===== config.mk =====
export PLATFORM = sky130hd
export DESIGN_NAME = clock_tree_monitor
export DESIGN_NICKNAME = d
export VERILOG_FILES = /design/src/rtl/clock_tree_monitor.sv
export SDC_FILE = /design/constraint.sdc
export NUM_CORES = 1
export LEC_CHECK = 0
export BUFFER_PORTS_ARGS = -buffer_cell sky130_fd_sc_hd__clkbuf_2
export CAP_MARGIN = 20
export CORE_UTILIZATION = 50
export CTS_CLUSTER_DIAMETER = 100
export DETAILED_ROUTE_END_ITERATION = 16
export PLACE_DENSITY = 0.71
export SYNTH_ARGS = -nofsm -noshare
export SYNTH_HDL_FRONTEND = slang
export SYNTH_SLANG_ARGS = --single-unit

===== constraint.sdc =====
create_clock -name globalClock -period 2.9 [get_ports globalClock]
set_clock_uncertainty 0.05 [all_clocks]
set_input_delay 0.435 -clock globalClock [delete_from_list [all_inputs] [get_ports globalClock]]
set_output_delay 0.435 -clock globalClock [all_outputs]
set_load 0.05 [all_outputs]

===== src/rtl/clock_tree_monitor.sv =====
// Consumer side of the 5-bit clock-tree bus: turns the tick lines into qualified edge
// enables, measures the derived clock's phase widths and flags bus protocol faults.
module clock_tree_monitor #(
  parameter int counterBits   = 24,
  parameter int timeoutCycles = 2000000
) (
  input  logic                   globalClock,
  input  logic                   resetN,
  input  logic [4:0]             clockBus,
  input  logic                   clearFaults,
  output logic                   posEdge,
  output logic                   negEdge,
  output logic [counterBits-1:0] highWidth,
  output logic [counterBits-1:0] lowWidth,
  output logic                   widthValid,
  output logic                   locked,
  output logic [2:0]             faultFlags
);

  localparam int IdleW = $clog2(timeoutCycles + 1);
  localparam logic [IdleW-1:0]       IdleMax  = IdleW'(timeoutCycles);
  localparam logic [IdleW-1:0]       IdleLast = IdleW'(timeoutCycles - 1);
  localparam logic [counterBits-1:0] CntMax   = '1;

  typedef enum logic [1:0] {
    SYNC = 2'd0,
    HIGH = 2'd1,
    LOW  = 2'd2
  } state_t;

  function automatic logic [counterBits-1:0] sat_inc(input logic [counterBits-1:0] v);
    return (v == CntMax) ? v : v + 1'b1;
  endfunction

  state_t r_state;
  state_t w_stateNext;

  logic w_lvl, w_cmpl, w_pt, w_nt, w_tick, w_unusedGclk;
  logic w_cmpFault, w_seqFault, w_toFault, w_fault;
  logic w_pe, w_ne, w_capHigh, w_capLow;
  logic w_gotHighNext, w_gotLowNext, w_lockedNext;
  logic [2:0]             w_newFaults, w_flagsNext;
  logic [counterBits-1:0] w_widthNow, w_phaseNext;
  logic [IdleW-1:0]       w_idleNext;

  logic                   r_prevLvl, r_prevTick, r_histValid;
  logic                   r_gotHigh, r_gotLow;
  logic [counterBits-1:0] r_phaseCnt;
  logic [IdleW-1:0]       r_idleCnt;
  logic                   r_posEdge, r_negEdge, r_widthValid, r_locked;
  logic [counterBits-1:0] r_highWidth, r_lowWidth;
  logic [2:0]             r_faultFlags;

  // Bit 4 is the generator's copy of globalClock; this block already runs on it.
  assign w_unusedGclk = clockBus[4];
  assign w_lvl  = clockBus[0];
  assign w_cmpl = clockBus[1];
  assign w_pt   = clockBus[2];
  assign w_nt   = clockBus[3];
  assign w_tick = w_pt | w_nt;

  assign w_cmpFault = (w_cmpl == w_lvl);
  // A tick is issued while bit0 still shows the old level, so the level must flip next cycle.
  assign w_seqFault = (w_pt & w_nt)
                    | (w_pt & w_lvl) | (w_nt & ~w_lvl)
                    | ((r_state == HIGH) & w_pt) | ((r_state == LOW) & w_nt)
                    | (r_histValid & (w_lvl != r_prevLvl) & ~r_prevTick);
  assign w_toFault  = ~w_tick & (r_idleCnt == IdleLast);
  assign w_newFaults = {w_toFault, w_seqFault, w_cmpFault};
  assign w_fault     = |w_newFaults;

  always_ff @(posedge globalClock) begin
    if (!resetN) r_state <= SYNC;
    else         r_state <= w_stateNext;
  end

  always_comb begin
    w_stateNext = r_state;
    w_pe        = 1'b0;
    w_ne        = 1'b0;
    w_capHigh   = 1'b0;
    w_capLow    = 1'b0;
    if (w_fault) begin
      w_stateNext = SYNC;
    end else begin
      case (r_state)
        SYNC: begin
          if (w_pt) begin
            w_stateNext = HIGH;
            w_pe        = 1'b1;
          end else if (w_nt) begin
            w_stateNext = LOW;
            w_ne        = 1'b1;
          end
        end
        HIGH: begin
          if (w_nt) begin
            w_stateNext = LOW;
            w_ne        = 1'b1;
            w_capHigh   = 1'b1;
          end
        end
        LOW: begin
          if (w_pt) begin
            w_stateNext = HIGH;
            w_pe        = 1'b1;
            w_capLow    = 1'b1;
          end
        end
        default: w_stateNext = SYNC;
      endcase
    end
  end

  // The closing tick cycle itself is part of the phase, hence the +1 at capture.
  assign w_widthNow  = sat_inc(r_phaseCnt);
  assign w_phaseNext = (w_pe | w_ne | w_fault) ? '0 : w_widthNow;
  assign w_idleNext  = w_tick ? '0 : ((r_idleCnt == IdleMax) ? IdleMax : r_idleCnt + 1'b1);

  assign w_gotHighNext = ~w_fault & (r_gotHigh | w_capHigh);
  assign w_gotLowNext  = ~w_fault & (r_gotLow | w_capLow);
  assign w_lockedNext  = ~w_fault & (r_locked | (w_gotHighNext & w_gotLowNext));
  assign w_flagsNext   = (clearFaults ? 3'b000 : r_faultFlags) | w_newFaults;

  always_ff @(posedge globalClock) begin
    r_prevLvl  <= w_lvl;
    r_prevTick <= w_tick;
  end

  always_ff @(posedge globalClock) begin
    if (!resetN) begin
      r_histValid  <= 1'b0;
      r_phaseCnt   <= '0;
      r_idleCnt    <= '0;
      r_gotHigh    <= 1'b0;
      r_gotLow     <= 1'b0;
      r_posEdge    <= 1'b0;
      r_negEdge    <= 1'b0;
      r_widthValid <= 1'b0;
      r_locked     <= 1'b0;
      r_highWidth  <= '0;
      r_lowWidth   <= '0;
      r_faultFlags <= 3'b000;
    end else begin
      r_histValid  <= 1'b1;
      r_phaseCnt   <= w_phaseNext;
      r_idleCnt    <= w_idleNext;
      r_gotHigh    <= w_gotHighNext;
      r_gotLow     <= w_gotLowNext;
      r_posEdge    <= w_pe;
      r_negEdge    <= w_ne;
      r_widthValid <= w_capHigh | w_capLow;
      r_locked     <= w_lockedNext;
      r_faultFlags <= w_flagsNext;
      if (w_capHigh) r_highWidth <= w_widthNow;
      if (w_capLow)  r_lowWidth  <= w_widthNow;
    end
  end

  assign posEdge    = r_posEdge;
  assign negEdge    = r_negEdge;
  assign highWidth  = r_highWidth;
  assign lowWidth   = r_lowWidth;
  assign widthValid = r_widthValid;
  assign locked     = r_locked;
  assign faultFlags = r_faultFlags;

endmodule


# After elaboration in Yosys (flattened, before gate mapping)
# Index checks and enable logic that the tools add are counted.
dict set report word_totals {
  regBits 107
  input_bits 8
}
dict set report classes {
  eq_ne 8
  add_sub_neg 2
  bitwise_logic 30
  mux 19
  n_reduce_logical 7
}
# operator n
set op_table {}
lappend op_table {{equality test 21 bit, second input constant} 2}
lappend op_table {{adder 24 x 1 -> 24 bit, second input constant} 1}
lappend op_table {{equality test 24 bit, second input constant} 1}
lappend op_table {{two-way mux 24 bit} 1}
lappend op_table {{adder 21 x 1 -> 21 bit, second input constant} 1}
lappend op_table {{two-way mux 21 bit} 1}
lappend op_table {{bitwise AND 1 bit} 12}
lappend op_table {{OR 1 bit} 12}
lappend op_table {{two-way mux 1 bit} 11}
lappend op_table {{two-way mux 2 bit} 3}
lappend op_table {{case mux 2 bit (3 select lines)} 1}
lappend op_table {{OR reduction 2 bit} 3}
lappend op_table {{OR reduction 3 bit} 2}
lappend op_table {{NOT 1 bit} 5}
lappend op_table {{OR reduction 4 bit} 1}
lappend op_table {{two-way mux 3 bit} 1}
lappend op_table {{OR 3 bit} 1}
lappend op_table {{equality test 2 x 1 -> 1 bit, second input constant} 1}
lappend op_table {{equality test 2 bit, second input constant} 1}
lappend op_table {{logical NOT 2 bit} 1}
lappend op_table {{inequality test 2 bit, second input constant} 1}
lappend op_table {{case mux 1 bit (2 select lines)} 1}
lappend op_table {{equality test 1 bit} 1}
lappend op_table {{inequality test 1 bit} 1}

# Logic depth before layout (Yosys ltp)
# Gate-level depths: netlist (run 1).
dict set report logic_depth {
  word_depth 13
  ltp_mapped 11
  ltp_nobuf 7
}

# Least setup slack after synthesis (run 1)
# OpenSTA, ideal clock, no wires.
dict set report synth_timing {
  path_type {flip-flop to flip-flop}
  start {register r_idleCnt[0]}
  end {register r_phaseCnt[2]}
  stages_incl_launch_ff 12
  slack_ps 595
  arrival_time_ps 2175
  synth_period_minus_slack_ps 2305
  required_ps 2771
  n_path_buf 4
  path_cell_list {dfxtp_1 > ha_1 > and4_1 > buf_6 > nand3_2 > nor4_2 > or3b_1 > buf_2 > or3b_1 > buf_6 > buf_6 > a211oi_2}
}
dict set report synth_between {
  elab_chain_len 7
}
# element line
set synth_rtl {}
lappend synth_rtl {{from (decl)} 49} ;# logic [IdleW-1:0] r_idleCnt;
lappend synth_rtl {{from (signal assigned)} 147} ;# r_idleCnt <= w_idleNext;
lappend synth_rtl {{equality test 21 bit (*)} 68} ;# assign w_toFault = ~w_tick & (r_idleCnt == IdleLast);
lappend synth_rtl {{bitwise AND 1 bit (*)} 68}
lappend synth_rtl {{OR reduction 3 bit (*)} 70} ;# assign w_fault = |w_newFaults;
lappend synth_rtl {{two-way mux 1 bit} 83} ;# if (w_fault) begin
lappend synth_rtl {{OR 1 bit} 117} ;# assign w_phaseNext = (w_pe | w_ne | w_fault) ? '0 : w_widthNow;
lappend synth_rtl {{OR 1 bit (*)} 117}
lappend synth_rtl {{OR reduction 2 bit (no source line) (*)} n/a}
lappend synth_rtl {{to (signal assigned)} 146} ;# r_phaseCnt <= w_phaseNext;
lappend synth_rtl {{to (decl)} 48} ;# logic [counterBits-1:0] r_phaseCnt;
# Mark *: on every way between the ends. The rest lies on a longest branch, timed or not.
# A chain may end at the register's enable or synchronous reset.

# Worst setup path in the final report (run 1)
# Same ends and word-level chain as after synthesis.

==> flow_summary_export.csv, run 1 <==
group,metric,value,unit
run_status,status,"finished, final reports clean",
yosys,netlist.area_leader.share,0.494,
min_path,min_path_type,"input pin to flip-flop",
finish,antenna_cells,0,
power,cellPowerDensity,497,nW/um^2
grt,grt_usage,0.210,
die,die_w,95.1,um
yosys,synth.area.top_cells,"dfxtp_1 49%, nor2_1 6.1%, mux2i_1 4.4%, a21oi_1 4.0%, xor2_1 4.0%",
setup_path,path_class,"flip-flop to flip-flop",
timing,min_period,2.42,ns
setup_path,worstPathArrival,2.65,ns
clock_network,tritoncts,"yes",
setup_path,cp-start-kind,"flip-flop",
grt,grt_max_degree,52,
drt,viasPerCell,5.27,
min_path,whs_path_depth,1,
timing,rsz0062_at_grt,"false",
yosys,synth-seq-cells,107,
grt,grt_pass1_vias,3142,
drt,final_antenna_net_count,0,
yosys,synthesis.nets,492,
clock_network,cts.clk_slew.worst_paths,0.09,ns
min_path,hp-start,"clockBus[0]",
clock_network,post-cts-setup-buffers,0,
drt,wl_per_cell,13.5,um
timing,maxSlewViolCount,0,
setup_path,end_kind,"flip-flop",
placement,dp_hpwl,6060,um
die,die-area,9050,sq um
grt,grt_overflow,0,
finish,layout_commonest_cell,"dfxtp_1",
min_path,holdPathEnd,"r_prevLvl",
yosys,syn_inst,481,
finish,area_growth,13.5,%
yosys,yosysTopAreaCell,"dfxtp_1",
yosys,yosysUniqueCellTypes,46,
yosys,ys_warn_count,0,
clock_network,clk_latency,0.35,ns
die,io_pins,63,
timing,finalSetupTns,0,ns
die,coreArea,8300,sq um
setup_path,reg2reg_depth,9,
clock_network,cts_resized,0,
setup_path,regToRegStartpoint,"r_idleCnt[0]",
finish,drive_gt1_frac,0.167,
timing,finalHoldViolCount,0,
drt,remaining_drc_errors,0,
clock_network,htreeDepth,3,
power,ir_drop,0.262,mV
drt,wl,8770,um
setup_path,path_max_fanout,24,
drt,num_vias,3423,
clock_network,postCtsHoldBufs,0,
finish,fillers,737,
placement,place_congestion,0.801,
die,rows,33,
job,drv_cap,0,
finish,fin_nets,551,
die,fp.dieH,95.1,um
finish,finalNonFillerCells,650,
clock_network,cts_made_buffers,9,
timing,max_slew.worst_pin.slew,1.03,ns
setup_path,required,3.13,ns
power,leakage,1.81,nW
finish,final_cell_mix,"107 x dfxtp_1, 71 x nor2_1, 61 x clkbuf_2",
timing,period_share,0.835,
placement,post-place-cells,634,
yosys,syn_area_per_cell,9.02,sq um
setup_path,r2r_setup_slack,0.48,ns
timing,maxSlewHeadroom,0.310,
timing,max_freq,0.413,GHz
placement,port_buffers,61,
clock_network,cts_buffer_depth,2,
yosys,syn_area,4340,sq um
timing,setup_viol,0,
grt,grt_pass1_wl,14800,um
drt,firstDrtPassIters,4,
clock_network,clkSinkCount,107,
setup_path,rr_endpoint,"r_phaseCnt[2]",
clock_network,cts-root-buf,"clkbuf_8",
grt,antenna_found_initial,0,
drt,drtIter0Drc,122,
die,start_util,0.523,
yosys,yosysSeqAreaShare,0.494,
-- state kept, by name, indices dropped and copies added, names as in the netlist, 2 cells and up --
signal and count:
lowWidth 24, r_phaseCnt 24, highWidth 24, r_state 2
faultFlags 3, r_idleCnt 21
-- cell usage after synthesis, drive strengths merged --
cell type and instances:
nor4bb 1, mux2 1, and3 9, nor2 71, or3 1, nor3 7
a211oi 3, dfxtp 107, ha 3, o21bai 1, xor2 20, o21a 2
a311oi 1, a32oi 1, a21boi 2, nand3b 1, o21ai 30, buf 7
inv 18, nand4 11, and2 2, nor4 5, a21oi 35, nor3b 4
nand2b 3, or3b 2, a41oi 3, clkbuf 15, o211a 1, nand3 22
mux2i 19, nor2b 23, a31oi 6, xnor2 14, and4 2, o211ai 1
nand2 22, a21o 1, nor4b 4
-- critical path, stage by stage, from the launching register on --
cell and delay [ns]:
dfxtp_1 0.34, ha_1 0.23, and4_1 0.26, nand3_2 0.12, nor4_2 0.04, buf_4 0.16
or3b_1 0.39, or3b_1 0.36, buf_4 0.23, a211oi_2 0.16
-- worst max-delay path by stage --
stage | start | endpoint | slack, ns | cells after the start
2_1_floorplan | r_idleCnt[0] | r_phaseCnt[2] | 0.60 | 11
3_3_place_gp | r_idleCnt[0] | r_phaseCnt[2] | 0.55 | 9
3_5_place_dp | r_idleCnt[0] | r_phaseCnt[2] | 0.52 | 9
4_1_cts | r_idleCnt[0] | r_phaseCnt[2] | 0.49 | 9
5_1_grt | r_phaseCnt[0] | highWidth[12] | 0.26 | 7
6_report | r_idleCnt[0] | r_phaseCnt[2] | 0.48 | 9
-- layout make-up --
| cell class | count | area (sq um) | share of cell area |
|---|---|---|---|
| Timing Repair Buffer | 70 | 373 | 0.0757 |
| Inverter | 18 | 67.6 | 0.0137 |
| Tap cell | 105 | 131 | 0.0267 |
| Multi-Input combinational cell | 334 | 2020 | 0.411 |
| Clock inverter | 4 | 51.3 | 0.0104 |
| Clock buffer | 12 | 135 | 0.0274 |
| Sequential cell | 107 | 2140 | 0.435 |
-- where the power goes --
part / switching, mW / internal (mW) / total (mW)
logic: 0.0616 / 0.0251 / 0.0867
clock network: 0.473 / 0.401 / 0.874
registers: 0.00592 / 1.48 / 1.48
total: 0.541 / 1.90 / 2.44
-- per-stage QoR --
stage	setup slack, ns	util	total power, mW	hold slack (ns)	area (sq um)
2_1_floorplan	0.595	-	1.58	0.376	4340
3_3_place_gp	0.546	0.571	1.60	0.391	4740
3_5_place_dp	0.515	0.571	1.61	0.401	4740
4_1_cts	0.487	0.593	2.48	0.218	4920
5_1_grt	0.264	0.593	2.55	0.229	4920
6_report	0.479	0.593	2.44	0.239	4920
-- cells by family (layout without fill, tap and decap cells) --
kind of cell | Yosys count | after routing | share of synthesized area
adder cells (fa/ha/maj) | 3 | 3 | 0.00865
buffers and inverters | 40 | 104 | 0.0424
AO/OA/AOI/OAI | 87 | 87 | 0.115
multiplexers | 20 | 20 | 0.0464
AND/OR/NAND/NOR | 190 | 190 | 0.226
XOR/XNOR | 34 | 34 | 0.0686
flip-flops | 107 | 107 | 0.494
-- metal layers --
metal | track usage | share of wire | vias up
met4 | 0.0593 | 0.016 | 0
met5 | 0 | 0 | -
met3 | 0.0494 | 0.038 | 9
met2 | 0.333 | 0.45 | 63
met1 | 0.283 | 0.50 | 1587
li1 | - | - | 1764
No activity file was read; power rests on OpenSTA's default activity.
==> run 2, diff against run 1 <==
--- a/config.mk
+++ b/config.mk
@@ -10,7 +10,7 @@
 export CORE_UTILIZATION = 50
 export CTS_CLUSTER_DIAMETER = 100
 export DETAILED_ROUTE_END_ITERATION = 16
-export PLACE_DENSITY = 0.71
+export PLACE_DENSITY = 0.74
 export SYNTH_ARGS = -nofsm -noshare
 export SYNTH_HDL_FRONTEND = slang
 export SYNTH_SLANG_ARGS = --single-unit
==> constraint.sdc (replaced) <==
create_clock -name globalClock -period 2 [get_ports globalClock]
set_clock_uncertainty 0.05 [all_clocks]
set_input_delay 0.3 -clock globalClock [delete_from_list [all_inputs] [get_ports globalClock]]
set_output_delay 0.3 -clock globalClock [all_outputs]
set_load 0.05 [all_outputs]
==> run 2 against run 1 <==
Critical endpoint is now r_phaseCnt[20]. Worst hold slack got worse by 0.14 ns. Register-to-register slack got worse by 0.54 ns. Flip-flop and latch count unchanged. The flow now finishes with violations (setup timing). Final area increased by 20%. Die area unchanged. Critical path type unchanged.
==> flow_summary_export.csv, run 2 (synthesis gave the netlist of run 1 again) <==
group,metric,value,unit
run_status,status,"complete, but fails checks",
run_status,violations,"setup timing",
timing,max_slew.worst_pin.slew,0.396,ns
power,power.switching,846,uW
timing,finalSetupTns,-0.731,ns
clock_network,tritoncts,"yes",
min_path,whs_path_depth,1,
min_path,hp-start,"clockBus[0]",
clock_network,htreeDepth,3,
setup_path,slowest_delay,0.45,ns
drt,final_antenna_net_count,0,
power,p_sw_frac,0.228,
die,io_pins,63,
setup_path,cp_cell_sequence,"nor2b_2, o21ai_2, o211ai_1, or3b_1, or3b_4, clkbuf_16, nor2b_1",
timing,finalHoldViolCount,0,
timing,maxSlewHeadroom,0.732,
drt,remaining_drc_errors,0,
placement,dp_hpwl,7010,um
finish,fin_nets,617,
power,p_int,2.86,mW
setup_path,regToRegStartpoint,"r_state[0]",
grt,grt_pass1_wl,16300,um
die,fp.dieH,95.1,um
setup_path,worstPathArrival,2.32,ns
setup_path,end_kind,"flip-flop",
die,start_util,0.523,
clock_network,cts_buffer_depth,2,
finish,area_growth,36.1,%
setup_path,path_class,"flip-flop to flip-flop",
clock_network,clkSinkCount,107,
clock_network,postCtsHoldBufs,0,
clock_network,cts-root-buf,"clkbuf_8",
finish,drive_gt1_frac,0.360,
job,drv_cap,0,
setup_path,critPathSlowestCell,"or3b_4",
timing,period_share,1.03,
die,die_w,95.1,um
drt,wl_per_cell,15.4,um
grt,grt_overflow,0,
setup_path,crit_start,"r_state[0]",
drt,viasPerCell,5.37,
clock_network,clk_latency,0.37,ns
setup_path,crit_buf_inv,1,
die,rows,33,
grt,grt_usage,0.233,
setup_path,reg2reg_depth,7,
power,combPwrFrac,0.045,
timing,layout_setup_ws,-0.0632,ns
drt,num_vias,3848,
finish,antenna_cells,0,
finish,layout_commonest_cell,"dfxtp_1",
grt,grt_pass1_vias,3560,
drt,drtIter0Drc,158,
power,seq_power_share,0.581,
timing,timing.hold.ws,0.0995,ns
timing,setup_viol,21,
setup_path,crit_family,"simple AND/OR/NAND/NOR gates",
timing,rsz0062_at_grt,"true",
drt,firstDrtPassIters,5,
timing,max_freq,0.485,GHz
clock_network,cts.clk_slew.worst_paths,0.11,ns
power,leakage,2.29,nW
timing,min_period,2.06,ns
grt,grt_max_degree,37,
power,ir_drop,0.376,mV
min_path,min_path_type,"input pin to flip-flop",
die,die-area,9050,sq um
die,coreArea,8300,sq um
setup_path,cp-start-kind,"flip-flop",
finish,final_cell_mix,"94 x dfxtp_1, 66 x buf_4, 64 x nor2_1",
power,cellPowerDensity,627,nW/um^2
setup_path,path_max_fanout,6,
drt,wl,11000,um
grt,antenna_found_initial,0,
setup_path,worst-path-stages,7,
power,power_frac_clock,0.374,
clock_network,cts_made_buffers,9,
placement,port_buffers,61,
placement,place_congestion,0.849,
timing,maxSlewViolCount,0,
setup_path,required,2.25,ns
-- run 2: area by class of cell --
type | instances | area (sq um)
fill | 586 | 2400
multi-input combinational | 334 | 2370
sequential | 107 | 2160
timing repair buffer | 136 | 965
clock buffer | 11 | 151
tap | 105 | 131
inverter | 18 | 67.6
clock inverter | 5 | 60.1
-- run 2: power by group through the flow --
| stage | combinational [mW] | sequential, mW | clock, mW |
|---|---|---|---|
| 3_3_place_gp | 0.146 | 2.20 | 0 |
| 6_report | 0.165 | 2.15 | 1.38 |
| 3_5_place_dp | 0.149 | 2.20 | 0 |
| 5_1_grt | 0.178 | 2.15 | 1.50 |
| 2_1_floorplan | 0.0635 | 2.23 | 0 |
| 4_1_cts | 0.152 | 2.15 | 1.40 |
-- run 2: through the flow --
step                      instance area (sq um)  total power, mW  setup WS, ns  cells   util
after global routing                       5900             3.83        -0.128    716  0.711
after CTS                                  5530             3.71      -0.00388    708  0.666
after floorplan                            4390             2.29        -0.230    481      -
final                                      5900             3.70       -0.0632    716  0.711
after detailed placement                   5250             2.35        -0.131    690  0.632
after global placement                     5250             2.35       -0.0761    690  0.632
-- run 2: timing repair --
item / in CTS / in global routing
cloned: 0 / 2
endpoints found under the setup margin: 56 / 73
resized for setup: 13 / 76
pin swaps: 9 / 15
setup buffers: 2 / 6
-- run 2: worst reg2reg max path, stage by stage (launching register included) --
cell	delay [ns]
dfxtp_2	0.34
nor2b_2	0.16
o21ai_2	0.15
o211ai_1	0.12
or3b_1	0.41
or3b_4	0.45
clkbuf_16	0.20
nor2b_1	0.11
-- run 2: path summary, 6_finish.rpt --
path	end	slack (ns)
hold / removal	r_prevLvl	0.1
setup reg to reg	r_phaseCnt[20]	-0.06
hold reg to reg	highWidth[13]	0.42
setup / recovery	r_phaseCnt[20]	-0.06
-- run 2: layer usage --
layer	vias up	track usage	routed length, um
li1	1909	-	-
met1	1837	0.294	5080
met2	91	0.392	5430
met3	11	0.0542	410
met4	0	0.0732	116
met5	-	0	0
